## src/rtl/plru_pkg.sv

```systemverilog
`default_nettype none
// ============================================================================
// Module   : plru_pkg
// Purpose  : Shared constants, state encoding and helpers for the 8-way
//            tree-PLRU victim selector.
// Revision : 1.0
// ============================================================================
package plru_pkg;

    localparam int NUMBER_WAY = 8;
    localparam int PLRU_BITS  = 7;

    localparam logic [0:0] c_ST_INIT = 1'b0;
    localparam logic [0:0] c_ST_RUN  = 1'b1;

    // Lowest set bit wins, so a malformed multi-hot vector still maps to one way.
    function automatic logic [2:0] f_onehot_to_idx(input logic [NUMBER_WAY-1:0] onehot);
        logic [2:0] idx;
        idx = '0;
        for (int i = NUMBER_WAY - 1; i >= 0; i--) begin
            if (onehot[i]) begin
                idx = 3'(i);
            end
        end
        return idx;
    endfunction

endpackage
`default_nettype wire

```

## src/rtl/plru_tree_8.sv

```systemverilog
`default_nettype none
// ============================================================================
// Module   : plru_tree_8
// Purpose  : Combinational 7-bit PLRU tree: victim walk and the two chained
//            per-cycle updates (access, then commit).
// Revision : 1.0
// ============================================================================
module plru_tree_8
    import plru_pkg::*;
(
    input  logic [PLRU_BITS-1:0]  i_acc_bits,
    input  logic [2:0]            i_acc_idx,
    input  logic [PLRU_BITS-1:0]  i_cmt_bits,
    input  logic [2:0]            i_cmt_idx,
    input  logic                  i_cmt_chain,
    input  logic [PLRU_BITS-1:0]  i_look_bits,
    output logic [PLRU_BITS-1:0]  o_acc_bits,
    output logic [PLRU_BITS-1:0]  o_cmt_bits,
    output logic [NUMBER_WAY-1:0] o_victim_way
);

    function automatic logic [PLRU_BITS-1:0] f_update(
        input logic [PLRU_BITS-1:0] bits,
        input logic [2:0]           idx
    );
        logic [PLRU_BITS-1:0] r;
        r    = bits;
        r[0] = ~idx[2];
        if (!idx[2]) begin
            r[1] = ~idx[1];
            if (!idx[1]) r[3] = ~idx[0];
            else         r[4] = ~idx[0];
        end else begin
            r[2] = ~idx[1];
            if (!idx[1]) r[5] = ~idx[0];
            else         r[6] = ~idx[0];
        end
        return r;
    endfunction

    logic [PLRU_BITS-1:0] w_acc_new;
    logic [PLRU_BITS-1:0] w_cmt_base;
    logic                 w_hi;
    logic                 w_mid;
    logic                 w_lo;

    assign w_acc_new  = f_update(i_acc_bits, i_acc_idx);
    // A commit to the set just touched by an access builds on the accessed bits.
    assign w_cmt_base = i_cmt_chain ? w_acc_new : i_cmt_bits;
    assign o_acc_bits = w_acc_new;
    assign o_cmt_bits = f_update(w_cmt_base, i_cmt_idx);

    always_comb begin
        w_hi  = i_look_bits[0];
        w_mid = w_hi ? i_look_bits[2] : i_look_bits[1];
        case ({w_hi, w_mid})
            2'b00:   w_lo = i_look_bits[3];
            2'b01:   w_lo = i_look_bits[4];
            2'b10:   w_lo = i_look_bits[5];
            default: w_lo = i_look_bits[6];
        endcase
    end

    assign o_victim_way = {{(NUMBER_WAY-1){1'b0}}, 1'b1} << {w_hi, w_mid, w_lo};

endmodule
`default_nettype wire

```

## src/rtl/plru_victim_select_8.sv

```systemverilog
`default_nettype none
// ============================================================================
// Module   : plru_victim_select_8
// Purpose  : Per-set 8-way tree-PLRU with registered victim handshake and
//            update-on-commit. Optional macro PLRU_INVALID_FIRST_EN prefers
//            the lowest-index invalid way over the PLRU choice.
// Revision : 1.0
// ============================================================================
module plru_victim_select_8 #(
    parameter int NUMBER_WAY      = 8,
    parameter int NUMBER_SET      = 64,
    parameter int SET_INDEX_WIDTH = 6
) (
    input  logic                       clk_in,
    input  logic                       reset_in,
    input  logic                       access_valid_in,
    input  logic [SET_INDEX_WIDTH-1:0] access_set_in,
    input  logic [NUMBER_WAY-1:0]      access_way_in,
    input  logic                       victim_req_valid_in,
    input  logic [SET_INDEX_WIDTH-1:0] victim_req_set_in,
    input  logic [NUMBER_WAY-1:0]      valid_way_in,
    output logic                       victim_req_ready_out,
    output logic                       victim_valid_out,
    output logic [NUMBER_WAY-1:0]      victim_way_out,
    input  logic                       victim_ready_in
);
    import plru_pkg::*;

    logic [0:0]                 r_state;
    logic [0:0]                 w_state_nxt;
    logic [SET_INDEX_WIDTH-1:0] r_init_cnt;
    logic [PLRU_BITS-1:0]       r_tree [NUMBER_SET];

    logic                       r_vvalid;
    logic [NUMBER_WAY-1:0]      r_vway;
    logic [SET_INDEX_WIDTH-1:0] r_vset;

    logic                       w_run;
    logic                       w_req_fire;
    logic                       w_acc_en;
    logic                       w_cmt_en;
    logic                       w_chain;
    logic [2:0]                 w_acc_idx;
    logic [2:0]                 w_cmt_idx;
    logic [PLRU_BITS-1:0]       w_acc_new;
    logic [PLRU_BITS-1:0]       w_cmt_new;
    logic [PLRU_BITS-1:0]       w_look_bits;
    logic [NUMBER_WAY-1:0]      w_plru_way;
    logic [NUMBER_WAY-1:0]      w_victim_sel;

    assign w_run                = reset_in & (r_state == c_ST_RUN);
    assign victim_valid_out     = r_vvalid & reset_in;
    assign victim_way_out       = reset_in ? r_vway : '0;
    assign victim_req_ready_out = w_run & (~victim_valid_out | victim_ready_in);
    assign w_req_fire           = victim_req_valid_in & victim_req_ready_out;
    assign w_acc_en             = w_run & access_valid_in & (|access_way_in);
    assign w_cmt_en             = victim_valid_out & victim_ready_in;
    assign w_chain              = w_acc_en & w_cmt_en & (access_set_in == r_vset);
    assign w_acc_idx            = f_onehot_to_idx(access_way_in);
    assign w_cmt_idx            = f_onehot_to_idx(r_vway);

    always_comb begin
        w_state_nxt = r_state;
        if (r_state == c_ST_INIT && r_init_cnt == SET_INDEX_WIDTH'(NUMBER_SET - 1)) begin
            w_state_nxt = c_ST_RUN;
        end
    end

    always_ff @(posedge clk_in) begin
        if (!reset_in) begin
            r_state    <= c_ST_INIT;
            r_init_cnt <= '0;
        end else begin
            r_state <= w_state_nxt;
            if (r_state == c_ST_INIT) begin
                r_init_cnt <= r_init_cnt + 1'b1;
            end
        end
    end

    // Commit bits already contain a same-set access, so commit has priority.
    always_comb begin
        w_look_bits = r_tree[victim_req_set_in];
        if (w_acc_en && access_set_in == victim_req_set_in) begin
            w_look_bits = w_acc_new;
        end
        if (w_cmt_en && r_vset == victim_req_set_in) begin
            w_look_bits = w_cmt_new;
        end
    end

    plru_tree_8 u_tree (
        .i_acc_bits   (r_tree[access_set_in]),
        .i_acc_idx    (w_acc_idx),
        .i_cmt_bits   (r_tree[r_vset]),
        .i_cmt_idx    (w_cmt_idx),
        .i_cmt_chain  (w_chain),
        .i_look_bits  (w_look_bits),
        .o_acc_bits   (w_acc_new),
        .o_cmt_bits   (w_cmt_new),
        .o_victim_way (w_plru_way)
    );

`ifdef PLRU_INVALID_FIRST_EN
    logic [NUMBER_WAY-1:0] w_invalid;
    assign w_invalid    = ~valid_way_in;
    assign w_victim_sel = (|w_invalid) ? (w_invalid & (~w_invalid + 1'b1)) : w_plru_way;
`else
    logic w_unused_valid;
    assign w_unused_valid = ^valid_way_in;
    assign w_victim_sel   = w_plru_way;
`endif

    always_ff @(posedge clk_in) begin
        if (reset_in) begin
            if (r_state == c_ST_INIT) begin
                r_tree[r_init_cnt] <= '0;
            end else begin
                if (w_acc_en && !w_chain) begin
                    r_tree[access_set_in] <= w_acc_new;
                end
                if (w_cmt_en) begin
                    r_tree[r_vset] <= w_cmt_new;
                end
            end
        end
    end

    always_ff @(posedge clk_in) begin
        if (!reset_in) begin
            r_vvalid <= 1'b0;
            r_vway   <= '0;
            r_vset   <= '0;
        end else if (w_req_fire) begin
            r_vvalid <= 1'b1;
            r_vway   <= w_victim_sel;
            r_vset   <= victim_req_set_in;
        end else if (w_cmt_en) begin
            r_vvalid <= 1'b0;
        end
    end

endmodule
`default_nettype wire

```

## config.mk

```make
export PLATFORM = sky130hd
export DESIGN_NAME = plru_victim_select_8
export DESIGN_NICKNAME = d
export VERILOG_FILES = /design/src/rtl/plru_pkg.sv /design/src/rtl/plru_tree_8.sv /design/src/rtl/plru_victim_select_8.sv
export SDC_FILE = /design/constraint.sdc
export NUM_CORES = 1
export LEC_CHECK = 0
export ABC_AREA = 1
export ABC_CLOCK_PERIOD_IN_PS = 9340
export BUFFER_PORTS_ARGS = -buffer_cell sky130_fd_sc_hd__buf_2
export CAP_MARGIN = 20
export CORE_MARGIN = 8
export CORE_UTILIZATION = 30
export DETAILED_ROUTE_END_ITERATION = 8
export MAX_ROUTING_LAYER = met4
export PLACE_DENSITY = 0.56
export SLEW_MARGIN = 10
export SYNTH_ARGS = -nofsm -noshare
export SYNTH_HDL_FRONTEND = slang
export SYNTH_SLANG_ARGS = --single-unit
```

## constraint.sdc

```tcl
create_clock -name clk_in -period 9.34 [get_ports clk_in]
set_input_delay 1.868 -clock clk_in [delete_from_list [all_inputs] [get_ports clk_in]]
set_output_delay 1.868 -clock clk_in [all_outputs]
set_load 0.02 [all_outputs]
```

==> summary.txt <==
====================================================================================
Delay of the slowest cell on the worst path                                  0.82 ns
Gr busiest metal                                                                met2
Resized cells post-CTS                                                             0
Buffer levels on the longest clock path                                            3
Worst Max-Slew Pin Slew                                                      1.16 ns
Net count after synthesis                                                      4,946
Post-route ant nets                                                                0
Final nets                                                                     4,671
Leading post-synthesis cells by cell area                               edfxtp_1, nand2_1, nand3_1
Status                                                                  finished clean
Number of buffers inserted for hold repair after clock tree synthesis              0
Startpoint type of the worst setup path                                   input port
Area of the core                                                        114,000 sq um
First drt pass iteration count                                                     6
Critical Path Sink Type                                                    flip-flop
Peak Freq                                                                    169 MHz
Starting density of the core                                                   30.0%
Count of filler cells inserted in the layout                                  12,100
Post-route minimum period                                                    5.92 ns
Worst ir drop on vdd                                                        0.145 mV
Leakage dissipation                                                          13.5 nW
Area share of the largest cell type after synthesis                            39.4%
DRC violations left                                                                0
Deepest level of the CTS H-tree                                                    2
Crit path cell chain                                                    buf_2 -> buf_4 -> inv_2 -> buf_4 -> nand2_1 -> nand4_1 -> nor3_2 -> nand3_4 -> inv_4 -> nor2_8 -> o21ai_1 -> nor2_1 -> inv_1 -> nor2_1 -> inv_1 -> nor2_1 -> inv_1 -> o21ai_1
Vias post-DR                                                                  34,500
Clock-pin transition on the worst setup and hold timing paths                0.06 ns
Overall power                                                                5.19 mW
Synthesized cell area                                                   34,200 sq um
Yosys warning count                                                                0
Top-count cell post-synth                                                    nand2_1
Clock latency reported for the late side of the worst-skew pair              0.64 ns
Die outline height                                                            353 um
Count of final setup violators                                                     0
Wire length per cell                                                         23.7 um
Fraction of met3 tracks used by global routing                                 4.93%
DIE AREA                                                                125,000 sq um
Count of state elements after synthesis                                          476
Share of the yosys chip area belonging to registers                            41.0%
Slack of the worst reg-to-reg path                                           4.53 ns
Synthesis-to-layout area growth                                                7.13%
Power Density                                                            142 nW/um^2
Number of cells on the worst reg-to-reg path                                      16
GRT met2 Usage                                                                 33.8%
Class of the most critical setup path                                      in -> reg
Per-cell via count in the routed design                                         5.56
Start point of the critical path                                        access_set_in[2]
Share of layout cells above drive strength 1                                   6.21%
Met1 Usage GRT                                                                 29.6%
Non-filler cells in the finished layout                                        6,200
Mean instance size in the synthesized netlist                             6.96 sq um
Initial antenna violation count                                                    1
Core occupancy in the finished layout                                          32.2%
DRT Wirelength                                                            147,000 um
First-iteration detailed-routing DRC count                                     5,131
Required @ worst endpoint                                                    9.59 ns
First-pass GRT wire length                                                214,000 um
Maximum number of pins on one net before global-route repair                     128
Number of buffers and inverters on the critical path                               8
Post-synth top flop                                                         edfxtp_1
Post-CTS setup-driven buffer insertion count                                       0
Placed cells                                                                   6,086
Top cells by count, synth                                               nand2_1, nand3_1, o21ai_0, edfxtp_1, inv_1
Total global routing overflow                                                      0
Count of flip-flops with a built-in enable after synthesis                       448
Vias in the first global route                                                32,000
Distinct cell type count after synthesis                                          43
Share of the clock period used by the worst path after layout                  63.3%
Crit-path max FO                                                                  44
GR Util All Layers                                                             23.0%
CTS Buf Count                                                                     60
Reg2reg end                                                             r_tree[18][2]
Setup repair after global routing missed its margin                            false
Max-cap violations                                                                 0
Cell type with the largest total area after synthesis                       edfxtp_1
Share of async-settable or async-resettable flops after synthesis                 0%
Master of the slowest instance on the critical path                          o21ai_1
Instance count on the critical path                                               18
CP delay by family, top                                                 buffers and inverters
Overall die width                                                             353 um
Slew margin rel.                                                               22.4%
Num ports                                                                         43
Setup clock skew after layout                                              0.0213 ns
HPWL after DPL                                                             89,400 um
Number of rows in the core area                                                  124
Worst setup path endpoint                                               r_tree[30][5]
Classification of the worst-slack hold path                               reg -> reg
Sum of negative setup slack                                                     0 ns
GP Congestion                                                                  0.957
Clock tree from TritonCTS                                                      built
Final count of pins violating max slew                                             0
Sinks on the clock net                                                           476
Root buf cell                                                              clkbuf_16
Critical Path AT                                                             6.17 ns
Buffers added on ports                                                            34
Syn Inst Count                                                                 4,912
Number of hold violations in the final report                                      0
====================================================================================
==> state kept, by name, summed over array words and instances (netlist names), named ones only <==
register    flops
r_init_cnt      6
r_vvalid        1
r_vset          6
r_tree        448
r_vway          8
r_state         1
==> area by class of cell <==
type | count | area, sq um | area share (%)
Multi-Input combinational cell | 3594 | 16400 | 44.9
Sequential cell | 476 | 14000 | 38.3
Tap cell | 1512 | 1890 | 5.17
Clock buffer | 77 | 1630 | 4.44
Inverter | 419 | 1600 | 4.36
Timing Repair Buffer | 86 | 708 | 1.93
Clock inverter | 35 | 328 | 0.896
Antenna cell | 1 | 2.50 | 0.00684
==> worst min path at each step <==
stage,startpoint,endpoint,slack (ns),cells after the start
after floorplan,r_vway[1],r_vway[1],0.46,2
after global routing,r_vway[1],r_vway[1],0.56,2
after detailed placement,r_vway[1],r_vway[1],0.50,2
after CTS,r_vway[1],r_vway[1],0.51,2
final,r_vway[1],r_vway[1],0.50,2
after global placement,r_vway[1],r_vway[1],0.50,2
==> power breakdown <==
part           internal (mW)  total (mW)  leakage (nW)  switching, mW
registers               2.30        2.31          5.08        0.00420
logic                  0.114       0.508          7.53          0.394
clock network           1.38        2.37         0.942          0.987
==> metal layers <==
layer	part of all wire [%]	vias up
met5	0	-
li1	-	15900
met4	5.8	0
met1	40	16000
met2	43	2159
met3	11	461
==> kinds of logic after synthesis <==
kind of cell | after synthesis | share of synthesized area, %
compound gates | 997 | 15.2
xor+xnor | 12 | 0.308
fa+ha+maj | 1 | 0.0366
buf+inv | 842 | 11.0
flops | 476 | 41.0
simple gates | 2584 | 32.4
==> stage by stage <==
stage          hold slack (ns)  instance area (sq um)  setup WS [ns]
6_report                 0.504                  36600           3.42
2_1_floorplan            0.460                  34200           4.99
3_5_place_dp             0.496                  34600           3.02
3_3_place_gp             0.501                  34600           2.99
5_1_grt                  0.561                  36600           3.30
4_1_cts                  0.505                  36600           3.63
==> worst register-to-register path: cells and delay by family (launching register included) <==
kind,cells,cell delay (ns)
buffers and inverters,4,1.94
AND/OR/NAND/NOR,11,1.82
flip-flops,1,0.56
AO/OA/AOI/OAI,1,0.20
==> layout by cell type (no fill, tap or decap), drive strengths merged <==
cell and n:
bufinv 6, o31ai 4, nor2 143, or2 23
edfxtp 448, o21ai 738, xnor2 1, clkinvlp 5
diode 1, clkbuf 78, inv 416, nor3 23
clkinv 27, buf 85, a31oi 1, nand3b 1
o211ai 56, nand4 9, a21boi 1, nand2 1500
and3 2, nor4 3, nand3 879, ha 1
dfxtp 28, nor3b 1, a21oi 197, xor2 11
No activity file was read; power rests on OpenSTA's default activity.
